===== src/rtl/shift_right_serializer.sv =====
// Parallel-in, serial-out right shifter: emits a WIDTH-bit word LSB chunk first, SHIFT bits per beat.
// Define SHIFT_RIGHT_SERIALIZER_BACK_TO_BACK_EN to accept the next word on the last-beat handshake.
module shift_right_serializer #(
    parameter int   WIDTH     = 8,
    parameter int   SHIFT     = 1,
    parameter logic PAD_VALUE = 1'b0
) (
    input  logic             clock,
    input  logic             reset,
    input  logic             load_valid,
    input  logic [WIDTH-1:0] load_data,
    output logic             load_ready,
    output logic             serial_valid,
    output logic [SHIFT-1:0] serial_data,
    output logic             serial_last,
    input  logic             serial_ready,
    output logic             busy
);

    localparam int BEATS = (WIDTH + SHIFT - 1) / SHIFT;
    localparam int CNT_W = $clog2(BEATS + 1);
    localparam logic [CNT_W-1:0] LAST_COUNT = CNT_W'(BEATS - 1);
    localparam logic [CNT_W-1:0] ONE_COUNT  = CNT_W'(1);

    typedef enum logic {
        IDLE,
        SHIFTING
    } state_t;

    state_t           state_reg;
    logic [WIDTH-1:0] shift_reg;
    logic [WIDTH-1:0] shift_next;
    logic [CNT_W-1:0] beat_count_reg;
    logic             serial_valid_reg;
    logic             serial_last_reg;
    logic             load_fire;
    logic             beat_fire;

    // Bits shifted past the top of the word are replaced by the pad value, so a
    // partial final beat automatically reads PAD_VALUE in its upper bits.
    generate
        for (genvar gi = 0; gi < WIDTH; gi++) begin : g_shift
            if (gi + SHIFT < WIDTH) begin : g_take
                assign shift_next[gi] = shift_reg[gi + SHIFT];
            end else begin : g_pad
                assign shift_next[gi] = PAD_VALUE;
            end
        end
    endgenerate

`ifdef SHIFT_RIGHT_SERIALIZER_BACK_TO_BACK_EN
    assign load_ready = (state_reg == IDLE) || (serial_last_reg && serial_ready);
`else
    assign load_ready = (state_reg == IDLE);
`endif

    assign load_fire    = load_valid && load_ready;
    assign beat_fire    = serial_valid_reg && serial_ready;
    assign serial_valid = serial_valid_reg;
    assign serial_last  = serial_last_reg;
    assign serial_data  = shift_reg[SHIFT-1:0];
    assign busy         = serial_valid_reg;

    always_ff @(posedge clock) begin
        if (reset) begin
            state_reg        <= IDLE;
            shift_reg        <= {WIDTH{PAD_VALUE}};
            beat_count_reg   <= '0;
            serial_valid_reg <= 1'b0;
            serial_last_reg  <= 1'b0;
        end else begin
            case (state_reg)
                IDLE: begin
                    if (load_fire) begin
                        state_reg        <= SHIFTING;
                        shift_reg        <= load_data;
                        beat_count_reg   <= LAST_COUNT;
                        serial_valid_reg <= 1'b1;
                        serial_last_reg  <= (BEATS == 1);
                    end
                end
                SHIFTING: begin
                    if (beat_fire) begin
                        if (beat_count_reg != '0) begin
                            shift_reg       <= shift_next;
                            beat_count_reg  <= beat_count_reg - ONE_COUNT;
                            serial_last_reg <= (beat_count_reg == ONE_COUNT);
                        end else if (load_fire) begin
                            // Next word replaces the finished one with no idle bubble.
                            shift_reg       <= load_data;
                            beat_count_reg  <= LAST_COUNT;
                            serial_last_reg <= (BEATS == 1);
                        end else begin
                            state_reg        <= IDLE;
                            serial_valid_reg <= 1'b0;
                            serial_last_reg  <= 1'b0;
                        end
                    end
                end
                default: begin
                    state_reg        <= IDLE;
                    serial_valid_reg <= 1'b0;
                    serial_last_reg  <= 1'b0;
                end
            endcase
        end
    end

endmodule


===== config.mk =====
export PLATFORM = sky130hd
export DESIGN_NAME = shift_right_serializer
export DESIGN_NICKNAME = d
export VERILOG_FILES = /design/src/rtl/shift_right_serializer.sv
export SDC_FILE = /design/constraint.sdc
export NUM_CORES = 1
export LEC_CHECK = 0
export ABC_AREA = 1
export BUFFER_PORTS_ARGS = -buffer_cell sky130_fd_sc_hd__buf_2
export CAP_MARGIN = 25
export CELL_PAD_IN_SITES_DETAIL_PLACEMENT = 2
export CELL_PAD_IN_SITES_GLOBAL_PLACEMENT = 2
export CORE_UTILIZATION = 26
export CTS_BUF_LIST = sky130_fd_sc_hd__clkbuf_16
export CTS_CLUSTER_DIAMETER = 50
export DETAILED_ROUTE_END_ITERATION = 7
export PLACE_DENSITY = 0.81
export SYNTH_ARGS = -nofsm -noshare
export SYNTH_HDL_FRONTEND = slang
export SYNTH_SLANG_ARGS = --single-unit

===== constraint.sdc =====
create_clock -name clock -period 1.05 [get_ports clock]
set_input_delay 0.105 -clock clock [delete_from_list [all_inputs] [get_ports clock]]
set_output_delay 0.105 -clock clock [all_outputs]
set_load 0.01 [all_outputs]

==> metrics.txt <==
Remaining Overflow, GRT 0; fin crit period 1.16 ns; Final GP Congestion 0.768; TritonCTS clock tree built; top cells by area, synth dfxtp_1, nor2_1, nor3_2, nand2_1, o21ai_0; post-synthesis sequential area ratio 39.6%; vias post-DR 752; critical path launch point type flip-flop; cell with the most instances after synthesis nor2_1; Most Frequent Cell on Critical Path nand2_1; max incr delay on CP 0.35 ns; Critical Path Sink beat_count_reg[3]; RR Endpoint beat_count_reg[3]; Tcrit/Tclk final 110%; Crit Path Class reg -> reg; Final ANT Viol Nets 0; wire length per cell 15.6 µm; Mapped Cells 94; FP Rows 19; Finished Core Util 41.0%; final worst slack -0.106 ns; dpl ws -0.131 ns; Slew Limit Headroom 78.3%; worst reg2reg path depth 6; port bufs 16; post-synth top area cell dfxtp_1; post-synth top area share 39.6%; DP HPWL 1760 µm; Placed Area 971 µm²; drt drc 0; die height 56 µm; Setup Skew 0.00192 ns; CP max stage cell dfxtp_2; syn_area_per_cell 8.07 µm²; Final Hold Vio Count 0; post-DR vias/cell 4.76; Layout area overhead 49.0%; Critical Path RT 1.23 ns; RSZ-0062 raised after global routing true; crit path from state_reg; hold_buf cts 0; Cell Pwr Density 1610 nW/µm²; clock slew at reported path FFs 0.05 ns; Net Count, Synth 108; Final Max Tran Viols 0; FF-to-FF setup slack -0.11 ns; Max Fclk 865 MHz; nets@finish 142; violated checks negative setup slack; Final Setup Violations 15; ant diodes 0; share of layout cells above drive strength 1 52.8%; Max H-tree Level 1; leakage 0.516 nW; Worst setup EP type flip-flop; DIE WIDTH 56 µm; Bufs on Longest Clock Path 2; initial antenna violation count 0; GRT Resource Usage Total 18.2%; drt total wl 2470 µm; largest net degree at the start of global routing 11; FF-to-FF Start state_reg; Total Power 0.00182 W; Netlist cell types 22; max reg flops 8; DR pass1 iterations 4; initial drt markers 13; Main synth FF type dfxtp_1; Starting Density 27.5%; Worst-Margin Slew 0.325 ns; Cell Chain, Critical Path inv_4, nand2_4, nand2_1, nand2_1, nand3_1, a21oi_1; area of the core 2760 µm²; CTS Buf Count 3; mapped cell area 758 µm²; number of clock sinks 15; yosys warns 0; synth cell count leaders nor2_1, dfxtp_1, nand2_1, o21ai_0; register bit total from synthesis 15; Top-Level Pins 17; ys async rst share 0%; worst path arrival time 1.33 ns; vias in the first global route 881; run status complete, but fails checks; Root Buffer clkbuf_16; first-pass GRT wire length 4240 µm; worst skew pair latency 0.25 ns; crit-path max FO 10; HP Class in -> reg; MaxCap Viol Count 0; VDD IR max 0.958 mV; Post-synth EDFFs 0; fill cell count 312; Worst Hold Slack 0.110 ns; Finished Cell Area 1130 µm²; die area 3140 µm²
how the worst min path moves through the flow:
| stage | startpoint | end | slack (ns) | cells after the start |
|---|---|---|---|---|
| 2_1_floorplan | reset | busy | 0.17 | 1 |
| 3_3_place_gp | reset | shift_reg[7] | 0.36 | 2 |
| 3_5_place_dp | reset | beat_count_reg[3] | 0.37 | 2 |
| 4_1_cts | reset | shift_reg[7] | 0.10 | 2 |
| 5_1_grt | load_data[7] | shift_reg[7] | 0.12 | 3 |
| 6_report | reset | shift_reg[7] | 0.11 | 2 |
per-stage QoR:
| step | instances | setup TNS [ns] |
|---|---|---|
| final | 158 | -1.08 |
| after global routing | 158 | -2.04 |
| after CTS | 157 | -0.810 |
| after detailed placement | 149 | -1.05 |
| after global placement | 149 | -0.283 |
| after floorplan | 94 | -0.0246 |
repair_timing:
action / 4_1_cts / 5_1_grt
buffers inserted: 4 / 1
gates resized for setup: 9 / 4
endpoints found under the setup margin: 13 / 15
pin swaps: 4 / 2
worst max-delay path, delay by kind of cell (launching register included):
family	cells	cell delay (ns)
compound gates	1	0.14
simple gates	4	0.54
flops	1	0.35
buf+inv	1	0.06
report_power, final:
group	internal, W	leakage [nW]	total [W]	switching, W
clock	0.000510	0.0409	0.000758	0.000249
sequential	0.000622	0.125	0.000659	0.0000372
combinational	0.000179	0.350	0.000400	0.000221
total	0.00131	0.516	0.00182	0.000507
per-layer routing:
metal,routed length (µm),vias to the layer above,part of all wire [%],GRT usage [%]
met5,0,-,0,0
met4,45,0,1.8,7.32
met3,61,4,2.5,4.19
met1,1020,363,41,20.2
met2,1340,13,54,33.0
li1,-,372,-,-
cell families (layout without fill, tap and decap cells):
group           count (synthesis)  count (layout)  synth area share [%]
simple gates                   50              50                  38.1
compound gates                 17              17                  11.7
flops                          15              15                  39.6
buf+inv                        10              43                  7.26
fa+ha+maj                       2               2                  3.30
area by class of cell:
type	instances	area [µm²]	share of cell area, %
inverter	8	37.5	3.32
tap	31	38.8	3.43
timing repair buffer	31	193	17.1
multi-input combinational	69	475	42.1
sequential	15	305	27.0
clock buffer	3	75.1	6.64
clock inverter	1	5.00	0.443
placed cells by master (no fill, tap or decap), types with 4 or more instances in the layout:
master,n
dfxtp_2,4
o21ai_0,7
nand2_1,11
nor3_2,6
buf_4,15
nand3_1,4
a21oi_1,4
nor2_2,6
buf_2,16
inv_1,4
dfxtp_1,11
nor2_1,12
Power figures use the tool's default switching activity.
